[config.mk]
export PLATFORM = sky130hd
export DESIGN_NAME = tart_bank_readout
export DESIGN_NICKNAME = d
export VERILOG_FILES = /design/src/rtl/tart_bank_readout_pkg.sv /design/src/rtl/tart_bank_readout_skid.sv /design/src/rtl/tart_bank_readout.sv
export SDC_FILE = /design/constraint.sdc
export NUM_CORES = 1
export LEC_CHECK = 0
export BUFFER_PORTS_ARGS = -buffer_cell sky130_fd_sc_hd__buf_2
export CELL_PAD_IN_SITES_DETAIL_PLACEMENT = 1
export CELL_PAD_IN_SITES_GLOBAL_PLACEMENT = 2
export CORE_MARGIN = 2
export CORE_UTILIZATION = 36
export DETAILED_ROUTE_END_ITERATION = 8
export GPL_ROUTABILITY_DRIVEN = 0
export PLACE_DENSITY = 0.87
export SYNTH_ARGS = -nofsm -noshare
export SYNTH_HDL_FRONTEND = slang
export SYNTH_SLANG_ARGS = --single-unit
[constraint.sdc]
create_clock -name clk_i -period 3.2 [get_ports clk_i]
set_input_delay 0.32 -clock clk_i [delete_from_list [all_inputs] [get_ports clk_i]]
set_output_delay 0.32 -clock clk_i [all_outputs]
set_load 0.05 [all_outputs]
[src/rtl/tart_bank_readout_pkg.sv]
// -----------------------------------------------------------------------------
// tart_bank_readout_pkg
// Shared definitions for the TART visibility-bank readout slice.
//   - state_t        : readout FSM states (IDLE / READ / DRAIN)
//   - DEF_WIDTH/WORDS: default accumulator word width and words per bank
//   - HDR_*_W        : field widths of the optional frame header word
//   - makeHeader()   : packs {frame_count, bank} into a header word
// Optional feature: TART_READOUT_HEADER_EN (frame header word), used by
// tart_bank_readout.
// -----------------------------------------------------------------------------
package tart_bank_readout_pkg;

    typedef enum logic [1:0] {
        ST_IDLE  = 2'd0,
        ST_READ  = 2'd1,
        ST_DRAIN = 2'd2
    } state_t;

    localparam int DEF_WIDTH  = 24;
    localparam int DEF_WORDS  = 576;

    // The header carries an 8-bit frame counter above an 8-bit bank field,
    // so bank 1 of frame 1 reads as 0x0101 regardless of BBITS.
    localparam int HDR_CNT_W  = 8;
    localparam int HDR_BANK_W = 8;

    function automatic logic [HDR_CNT_W+HDR_BANK_W-1:0] makeHeader(
        input logic [HDR_CNT_W-1:0]  cnt,
        input logic [HDR_BANK_W-1:0] bank
    );
        return {cnt, bank};
    endfunction

endpackage

[src/rtl/tart_bank_readout_skid.sv]
// -----------------------------------------------------------------------------
// tart_bank_readout_skid
// Two-entry valid/ready skid buffer with registered outputs. It carries
// {sof, eof, dat} words from the RAM read pipeline to the bus interface and
// exposes its occupancy so the parent can throttle reads and never drop a word.
// Ports:
//   clk_i, rst_i : clock, synchronous active-high reset (flushes contents)
//   i_push       : a word is presented on i_data this cycle
//   i_data       : word to store
//   i_ready      : downstream ready; a word leaves when o_valid && i_ready
//   o_valid      : head entry valid
//   o_data       : head entry (held stable while stalled)
//   o_count      : number of stored entries (0..2)
// -----------------------------------------------------------------------------
module tart_bank_readout_skid
    import tart_bank_readout_pkg::*;
#(
    parameter int W = DEF_WIDTH + 2
)(
    input  logic         clk_i,
    input  logic         rst_i,
    input  logic         i_push,
    input  logic [W-1:0] i_data,
    input  logic         i_ready,
    output logic         o_valid,
    output logic [W-1:0] o_data,
    output logic [1:0]   o_count
);

    logic [W-1:0] r_mem [2];
    logic         r_rdPtr;
    logic         r_wrPtr;
    logic [1:0]   r_count;
    logic         w_pop;
    logic         w_push;

    assign w_pop   = i_ready && (r_count != 2'd0);
    // A push into a full buffer is only accepted when the head leaves in the
    // same cycle; the parent's read credit keeps this from ever being needed.
    assign w_push  = i_push && ((r_count != 2'd2) || w_pop);

    assign o_valid = (r_count != 2'd0);
    assign o_data  = r_mem[r_rdPtr];
    assign o_count = r_count;

    always_ff @(posedge clk_i) begin
        if (rst_i) begin
            r_mem[0] <= '0;
            r_mem[1] <= '0;
            r_rdPtr  <= 1'b0;
            r_wrPtr  <= 1'b0;
            r_count  <= 2'd0;
        end else begin
            if (w_push) begin
                r_mem[r_wrPtr] <= i_data;
                r_wrPtr        <= ~r_wrPtr;
            end
            if (w_pop) begin
                r_rdPtr <= ~r_rdPtr;
            end
            r_count <= r_count + {1'b0, w_push} - {1'b0, w_pop};
        end
    end

endmodule

[src/rtl/tart_bank_readout.sv]
// -----------------------------------------------------------------------------
// tart_bank_readout
// Bus-domain consumer of the correlator bank-swap pulse. Each swap makes the
// just-filled bank readable; the bank is then streamed out of the accumulator
// RAM as a valid/ready word stream. One further bank can wait as pending;
// a third discards the older pending bank and raises a sticky overflow flag.
// Ports:
//   clk_i, rst_i   : bus clock, synchronous active-high reset
//   swap_i         : 1-cycle bank-swap pulse
//   clear_i        : clears overflow_o (a new overflow wins)
//   ram_rd_o       : RAM read strobe
//   ram_addr_o     : {bank, word} read address
//   ram_dat_i      : RAM data, valid one cycle after ram_rd_o
//   stb_o, rdy_i   : output valid / downstream ready
//   dat_o          : output word
//   sof_o, eof_o   : first / last word of a frame
//   bank_o         : bank currently being read
//   busy_o         : FSM not idle
//   overflow_o     : sticky, a readable bank was discarded
// Optional feature: TART_READOUT_HEADER_EN prefixes each frame with the word
// {frame_count[7:0], bank[7:0]} (zero-extended); sof_o then marks the header.
// -----------------------------------------------------------------------------
module tart_bank_readout
    import tart_bank_readout_pkg::*;
#(
    parameter int WIDTH = DEF_WIDTH,
    parameter int WORDS = DEF_WORDS,
    parameter int ABITS = 10,
    parameter int BBITS = 4
)(
    input  logic                   clk_i,
    input  logic                   rst_i,
    input  logic                   swap_i,
    input  logic                   clear_i,
    output logic                   ram_rd_o,
    output logic [BBITS+ABITS-1:0] ram_addr_o,
    input  logic [WIDTH-1:0]       ram_dat_i,
    output logic                   stb_o,
    input  logic                   rdy_i,
    output logic [WIDTH-1:0]       dat_o,
    output logic                   sof_o,
    output logic                   eof_o,
    output logic [BBITS-1:0]       bank_o,
    output logic                   busy_o,
    output logic                   overflow_o
);

    // A frame is a run of "slots"; with the header enabled slot 0 is the
    // header and slots 1..WORDS map to RAM words 0..WORDS-1.
`ifdef TART_READOUT_HEADER_EN
    localparam int SLOTS = WORDS + 1;
`else
    localparam int SLOTS = WORDS;
`endif
    localparam int               SBITS     = ABITS + 1;
    localparam logic [SBITS-1:0] LAST_SLOT = SBITS'(SLOTS - 1);
    localparam int               SKW       = WIDTH + 2;

    state_t             r_state;
    state_t             w_nextState;
    logic [BBITS-1:0]   r_wrBank;
    logic [BBITS-1:0]   r_rdBank;
    logic [BBITS-1:0]   r_pendBank;
    logic [BBITS-1:0]   w_startBank;
    logic               r_pending;
    logic               r_overflow;
    logic [SBITS-1:0]   r_slot;
    logic               r_inflight;
    logic               r_infSof;
    logic               r_infEof;

    logic               w_start;
    logic               w_takePend;
    logic               w_swapToPend;
    logic               w_busy;
    logic               w_xfer;
    logic               w_credit;
    logic               w_issue;
    logic               w_lastSlot;
    logic               w_hdrSlot;
    logic [ABITS-1:0]   w_word;
    logic [WIDTH-1:0]   w_pushDat;
    logic [1:0]         w_skidCount;
    logic [1:0]         w_skidLevel;
    logic               w_skidValid;
    logic [SKW-1:0]     w_skidOut;

    assign w_busy = (r_state != ST_IDLE);
    assign w_xfer = w_skidValid && rdy_i;

    // Read credit: the skid level after this cycle's transfer plus the read
    // already in flight must leave room for one more word. Counting the
    // departing word lets reads run back-to-back while rdy_i stays high.
    assign w_skidLevel = w_skidCount - {1'b0, w_xfer};
    assign w_credit    = ({1'b0, w_skidLevel} + {2'b00, r_inflight}) < 3'd2;
    assign w_issue     = (r_state == ST_READ) && w_credit;
    assign w_lastSlot  = (r_slot == LAST_SLOT);

`ifdef TART_READOUT_HEADER_EN
    logic                 r_infHdr;
    logic [WIDTH-1:0]     r_hdrWord;
    logic [HDR_CNT_W-1:0] r_frameCnt;

    assign w_hdrSlot = (r_slot == '0);
    assign w_word    = w_hdrSlot ? '0 : ABITS'(r_slot - SBITS'(1));
    assign w_pushDat = r_infHdr ? r_hdrWord : ram_dat_i;

    // The header slot issues no RAM read; its word is built here and
    // travels down the same one-cycle pipeline as a RAM word.
    always_ff @(posedge clk_i) begin
        if (rst_i) begin
            r_infHdr   <= 1'b0;
            r_hdrWord  <= '0;
            r_frameCnt <= '0;
        end else begin
            r_infHdr <= w_issue && w_hdrSlot;
            if (w_issue && w_hdrSlot) begin
                r_hdrWord  <= WIDTH'(makeHeader(r_frameCnt, HDR_BANK_W'(r_rdBank)));
                r_frameCnt <= r_frameCnt + HDR_CNT_W'(1);
            end
        end
    end
`else
    assign w_hdrSlot = 1'b0;
    assign w_word    = ABITS'(r_slot);
    assign w_pushDat = ram_dat_i;
`endif

    assign ram_rd_o   = w_issue && !w_hdrSlot;
    assign ram_addr_o = {r_rdBank, w_word};

    always_ff @(posedge clk_i) begin
        if (rst_i) begin
            r_state <= ST_IDLE;
        end else begin
            r_state <= w_nextState;
        end
    end

    // A pending bank is started straight from READ (on the last issue) or
    // DRAIN, so back-to-back frames stream without a bubble. A pending flag
    // seen in IDLE comes from a swap in the cycle that returned to IDLE.
    always_comb begin
        w_nextState = r_state;
        w_start     = 1'b0;
        w_takePend  = 1'b0;
        w_startBank = r_rdBank;
        case (r_state)
            ST_IDLE: begin
                if (r_pending) begin
                    w_start     = 1'b1;
                    w_takePend  = 1'b1;
                    w_startBank = r_pendBank;
                    w_nextState = ST_READ;
                end else if (swap_i) begin
                    w_start     = 1'b1;
                    w_startBank = r_wrBank;
                    w_nextState = ST_READ;
                end
            end
            ST_READ: begin
                if (w_issue && w_lastSlot) begin
                    if (r_pending) begin
                        w_start     = 1'b1;
                        w_takePend  = 1'b1;
                        w_startBank = r_pendBank;
                    end else begin
                        w_nextState = ST_DRAIN;
                    end
                end
            end
            ST_DRAIN: begin
                if (r_pending) begin
                    w_start     = 1'b1;
                    w_takePend  = 1'b1;
                    w_startBank = r_pendBank;
                    w_nextState = ST_READ;
                end else if (!r_inflight && (w_skidCount == 2'd0)) begin
                    w_nextState = ST_IDLE;
                end
            end
            default: begin
                w_nextState = ST_IDLE;
            end
        endcase
    end

    // Swaps are judged against the state before this edge: while busy (or
    // while a pending bank is being picked up from IDLE) the new bank becomes
    // the pending one, and replacing an existing pending bank is an overflow.
    assign w_swapToPend = swap_i && (w_busy || r_pending);

    always_ff @(posedge clk_i) begin
        if (rst_i) begin
            r_wrBank   <= '0;
            r_rdBank   <= '0;
            r_pendBank <= '0;
            r_pending  <= 1'b0;
            r_overflow <= 1'b0;
            r_slot     <= '0;
            r_inflight <= 1'b0;
            r_infSof   <= 1'b0;
            r_infEof   <= 1'b0;
        end else begin
            if (swap_i) begin
                r_wrBank <= r_wrBank + BBITS'(1);
            end
            if (w_start) begin
                r_rdBank <= w_startBank;
            end
            if (w_swapToPend) begin
                r_pending  <= 1'b1;
                r_pendBank <= r_wrBank;
            end else if (w_takePend) begin
                r_pending <= 1'b0;
            end
            if (swap_i && w_busy && r_pending) begin
                r_overflow <= 1'b1;
            end else if (clear_i) begin
                r_overflow <= 1'b0;
            end
            if (w_issue) begin
                r_slot <= w_lastSlot ? '0 : r_slot + SBITS'(1);
            end
            r_inflight <= w_issue;
            r_infSof   <= w_issue && (r_slot == '0);
            r_infEof   <= w_issue && w_lastSlot;
        end
    end

    tart_bank_readout_skid #(
        .W (SKW)
    ) u_skid (
        .clk_i   (clk_i),
        .rst_i   (rst_i),
        .i_push  (r_inflight),
        .i_data  ({r_infSof, r_infEof, w_pushDat}),
        .i_ready (rdy_i),
        .o_valid (w_skidValid),
        .o_data  (w_skidOut),
        .o_count (w_skidCount)
    );

    assign stb_o      = w_skidValid;
    assign sof_o      = w_skidValid && w_skidOut[SKW-1];
    assign eof_o      = w_skidValid && w_skidOut[SKW-2];
    assign dat_o      = w_skidOut[WIDTH-1:0];
    assign bank_o     = r_rdBank;
    assign busy_o     = w_busy;
    assign overflow_o = r_overflow;

endmodule

[After elaboration in Yosys (flattened, before gate mapping)]
Memory sizes are Yosys's and may differ from the RTL's. A register that Yosys moved wholly into a read port is not among the register bits.
Index checks and enable logic that the tools add are counted.
Operators by class
  multiplexer cells: 33
  bitwise logic cells: 2
  order comparisons: 1
  reductions and logical operators: 26
  add/sub/neg operators: 6
  equality and inequality tests: 8
Operators with widths (count)
  2-to-1 mux 26 bit: 1
  OR reduction 26 bit: 1
  2-to-1 mux 1 bit: 17
  2-to-1 mux 4 bit: 4
  2-to-1 mux 2 bit: 6
  one-hot mux 4 bit (3 select lines): 1
  adder 11 x 1 -> 11 bit (second input constant): 1
  equality test 11 x 10 -> 1 bit (second input constant): 1
  logical AND 1 bit: 11
  zero test 11 bit: 1
  2-to-1 mux 11 bit: 1
  AND reduction 4 bit: 2
  nonzero test 2 bit: 4
  inequality test 3 bit (second input constant): 2
  one-hot mux 2 bit (3 select lines): 1
  adder 4 x 1 -> 4 bit (second input constant): 1
  zero test 2 bit: 2
  inequality test 2 bit (second input constant): 2
  subtractor 2 x 1 -> 2 bit: 2
  adder 2 x 1 -> 3 bit: 1
  < comparator 3 x 2 -> 1 bit (second input constant): 1
  one-hot mux 1 bit (3 select lines): 1
  nonzero test 3 bit: 1
  adder 2 x 1 -> 2 bit: 1
  8 further kinds: 10
Word-level totals
  logic and storage cells: 90
  memories: 1
  output and inout bits: 48
  bits in writable memories: 52
  input port bits: 29
  register bits: 34
Memory list
  u_skid.r_mem: depth 2, bits a word 26, rd ports 1, clocked after memory_dff 1, wr ports 2, line tart_bank_readout_skid.sv:30  | logic [W-1:0] r_mem [2];

[Logic depth before layout (Yosys ltp)]
  depth after elaboration: 11
  mapped depth: 7
  mapped depth without buffers: 7

[Cells and area by module]
From an unflattened synthesis, not the netlist that was laid out.
Unflattened totals
  cell total of the unflattened synthesis: 345
  area, all modules: 4145.2 um^2
By module, submodules not included
  tart_bank_readout_skid: times used 1, cells each 164, sequential area each 1661.6 um^2, area each 2563.7 um^2
  tart_bank_readout: times used 1, cells each 181, sequential area each 600.6 um^2, area each 1581.5 um^2

[Least setup slack after synthesis]
No wires, ideal clock.
  path kind: register -> register
  from: register u_skid.r_count[0], in the netlist u_skid.o_count[0]
  to: memory u_skid.r_mem[0][0] (netlist name), enable pin
  arrival time: 1.952 ns
  slack: 0.833 ns
  clock period less this slack: 2.367 ns
  path buffers: 0
  cell stages (with the launch flop): 4
  required time: 2.785 ns
  path through: dfxtp_1 nand2b_1 o21ai_1 o21bai_1
RTL lines
  start: declaration: line tart_bank_readout_skid.sv:33  | logic [1:0] r_count;
  start signal: assignment: line tart_bank_readout_skid.sv:61  | r_count <= r_count + {1'b0, w_push} - {1'b0, w_pop};
  end: declaration: line tart_bank_readout_skid.sv:30

==> results.md <==
- Status: finished clean
- Total of warnings raised by yosys: 0
- # Max-Cap Violations: 0
- Count of pins over their slew limit: 0
- Synthesized instance count: 361
- Final period util: 0.7231
- Overall routed net length: 8925 um
- Global Route Usage Sum: 0.1509
- Proportion of register bits with asynchronous set or reset after synthesis: 0
- Share of total power in combinational logic: 0.240
- Number of library cell types mapped by synthesis: 49
- I/O Buffers: 76
- Initial Utilization: 0.3669
- Final Power: 3.252 mW
- Final setup skew: 0.005718 ns
- Crit-path max cell delay: 0.56 ns
- Post-synthesis simple-gate area fraction: 0.1943
- CTS sink cnt: 87
- Layout overhead on the synthesized area: 17.92%
- Routed via count divided by cell count: 4.878
- CP Buf/Inv Count: 1
- Largest fanout on the critical path: 27
- Sequential power share: 0.412
- Average instance area after synthesis: 11.51 sq um
- Horiz. Die Dim: 111.4 um
- Most common flop cell mapped by yosys: sky130_fd_sc_hd__edfxtp_1
- TritonCTS clock tree: done
- Wire length of the first global-routing pass: 14880 um
- Via count: 2795
- Endpoint type of the worst setup path: flop
- Switching Power: 1.034 mW
- Number of H-tree branching levels: 3
- Family of cells with the greatest summed delay on the critical path: simple AND/OR/NAND/NOR gates
- Proportion of synthesized chip area in sequential cells: 0.5446
- Cell at the root of the clock tree: sky130_fd_sc_hd__clkbuf_16
- Post-synthesis share of cell area spent on xor and xnor gates: 0.02530
- DRC marker count from the first detailed-route iteration: 76
- Number of cells on the critical path: 5
- WS Path Type: reg2reg
- Count of non-filler cells in the finished layout: 573
- Die Y-Extent: 111.4 um
- Critical-path top delay cell: sky130_fd_sc_hd__or2_2
- Utilization of the core after routing: 0.4327
- Clock latency on the worst-skew pair: 0.33 ns
- Synth top area cells: sky130_fd_sc_hd__edfxtp_1 (38%), sky130_fd_sc_hd__dfxtp_1 (17%), sky130_fd_sc_hd__and2_1 (7.8%)
- Resized Gates After CTS: 0
- Number of antenna violations at the first check in global routing: 0
- Number of global-route vias before repair: 3011
- Area enclosed by the die boundary: 12410 sq um
- CTS hold repair buffers: 0
- Detail-routed net length per standard cell: 15.58 um
- HP Class: in2reg
- Maximum number of pins on one net before global-route repair: 36
- Cell area after synthesis: 4154 sq um
- Flip-flop and latch count after synthesis: 87
- Worst VDD drop: 0.0002808 V
- Req. time, crit path: 3.20 ns
- Max Clock Freq: 0.4322 GHz
- Unrepaired setup endpoints after global routing: no
- Max-slew headroom: 0.5500
- Placeable Area: 11320 sq um
- Clk pwr share: 0.349
- PwrDens: 663.9 nW/um^2
- Boundary pin count: 77
- Fillcell total: 1279
- Largest family of logic cells by synthesized area: simple AND/OR/NAND/NOR gates
- Cell depth of the worst min-delay path: 3
- Compound-gate portion of the synthesized area: 0.07048
- Worst path setup slack after routing: 0.8861 ns
- Transition time of the tightest slew-check pin: 0.6737 ns
- Total gr overflow: 0
- Crit path arrival time: 2.31 ns
- Category of the worst setup path launch point: flop
- Area after detailed placement: 4573 sq um
- Postcts setup bufs: 0
- Internal power: 2.218 mW
- Lkg Pwr: 2.038 nW
- Final hold violation count: 0
- Final net count: 462
- Hold Slack: 0.2610 ns
- Mapped Nets: 398
- Number of buffers added by the clock tree synthesis step: 9
- Post-route setup TNS: 0 ns
- Max clock buf depth: 2
- Std cell rows: 39
- Detailed-route DRC error count: 0
- CP cell instances: nand2b_1 > o21ai_1 > nor3b_2 > buf_4 > or2_2
- Number of detailed-route iterations in the first pass: 4
- Area share of the leading cell type in the synthesized netlist: 0.3759
- Endpoints failing setup: 0
- Largest area contributor in the netlist: sky130_fd_sc_hd__edfxtp_1
- Post-synth EDFFs: 52
- Number of cell instances on the worst register-to-register path: 5
- Detailed placement HPWL: 6228 um
- Post-synthesis mux area share: 0.08434
- Fraction of layout instances using a drive strength above 1: 0.3372
- Setup slack after placement: 0.8515 ns
- Number of diodes added for antenna fixing: 0
- Layout Cell Area excl Fill: 4898 sq um
- Reg clk slew, reported paths: 0.06 ns
- Inst Count DP: 557
- Final min period: 2.314 ns
- Number of nets still failing antenna checks after routing: 0
- Switching share of power: 0.3179
- Adder and majority cell fraction of the synthesized area: 0.02410
## worst paths after layout
check / slack, ns / endpoint / startpoint
setup / recovery: 0.89 / u_skid.r_mem[1][16] / u_skid.o_count[1]
hold / removal: 0.26 / overflow_o / clear_i
setup reg to reg: 0.89 / u_skid.r_mem[1][16] / u_skid.o_count[1]
hold reg to reg: 0.46 / r_pendBank[1] / r_pendBank[1]
## logic make-up (layout without fill, tap and decap cells)
group                      after synthesis  after routing
and+or+nand+nor                        141            141
adders and majority gates                8              8
buffers and inverters                   40            109
DFF                                     87             87
xor gates and xnor gates                12             12
AOI/OAI and AO/OA                       41             41
muxes                                   32             32
## area by class of cell
cell class | instances | area (sq um) | area share
multi-input combinational | 234 | 1669 | 0.3407
clock inverter | 5 | 82.58 | 0.01686
tap | 143 | 178.9 | 0.03653
inverter | 12 | 45.04 | 0.009195
timing repair buffer | 81 | 417.9 | 0.08531
clock buffer | 11 | 242.7 | 0.04955
sequential | 87 | 2262 | 0.4618
## cell usage in the layout (no fill, tap or decap), types with 9 or more instances in the layout
master                      count
sky130_fd_sc_hd__dfxtp_1       35
sky130_fd_sc_hd__clkbuf_16      9
sky130_fd_sc_hd__nand2_1       16
sky130_fd_sc_hd__a21oi_1       12
sky130_fd_sc_hd__mux2_2        24
sky130_fd_sc_hd__buf_2         76
sky130_fd_sc_hd__and2_1        52
sky130_fd_sc_hd__nor2_1        28
sky130_fd_sc_hd__edfxtp_1      52
sky130_fd_sc_hd__xor2_1         9
sky130_fd_sc_hd__inv_1         12
## per-layer routing
layer	wire, um	vias to the layer above	global-route usage
li1	-	1382	-
met1	3805	1351	0.1788
met2	4669	54	0.2728
met3	365	8	0.04028
met4	85	0	0.03704
met5	0	-	0
## cells in the mapped netlist, drive strengths merged, types with 3 or more instances
library cell  instances
nor3                  9
o2111ai               6
inv                  12
ha                    8
xnor2                 3
and4                  3
o31ai                 3
nand2                16
edfxtp               52
mux2                 24
clkbuf               11
a21oi                14
nor2                 28
o21ai                10
nand3                 7
buf                  16
dfxtp                35
mux2i                 8
or2b                  4
nand2b                3
or3                   7
and2                 52
xor2                  9
nand4                 3
## sequential cells by signal, indices dropped and copies added, names as in the netlist, named ones only
name / flops
bank_o: 4
overflow_o: 1
r_infEof: 1
r_infSof: 1
r_inflight: 1
r_pendBank: 4
r_pending: 1
r_slot: 11
r_state: 2
r_wrBank: 4
u_skid.o_count: 2
u_skid.r_mem: 52
u_skid.r_rdPtr: 1
u_skid.r_wrPtr: 1
## worst min-delay path, stage by stage
cell                       delay, ns
sky130_fd_sc_hd__buf_2          0.07
sky130_fd_sc_hd__nand2b_1       0.09
sky130_fd_sc_hd__a21oi_1        0.06
## power by group through the flow
stage	Combinational (mW)	Clock [mW]	Sequential, mW
final	0.779	1.13	1.34
after global routing	0.841	1.21	1.35
after CTS	0.793	1.16	1.34
after detailed placement	0.788	0	1.37
after global placement	0.771	0	1.36
after floorplan	0.610	0	1.38
(Power assumes the default switching activity.)
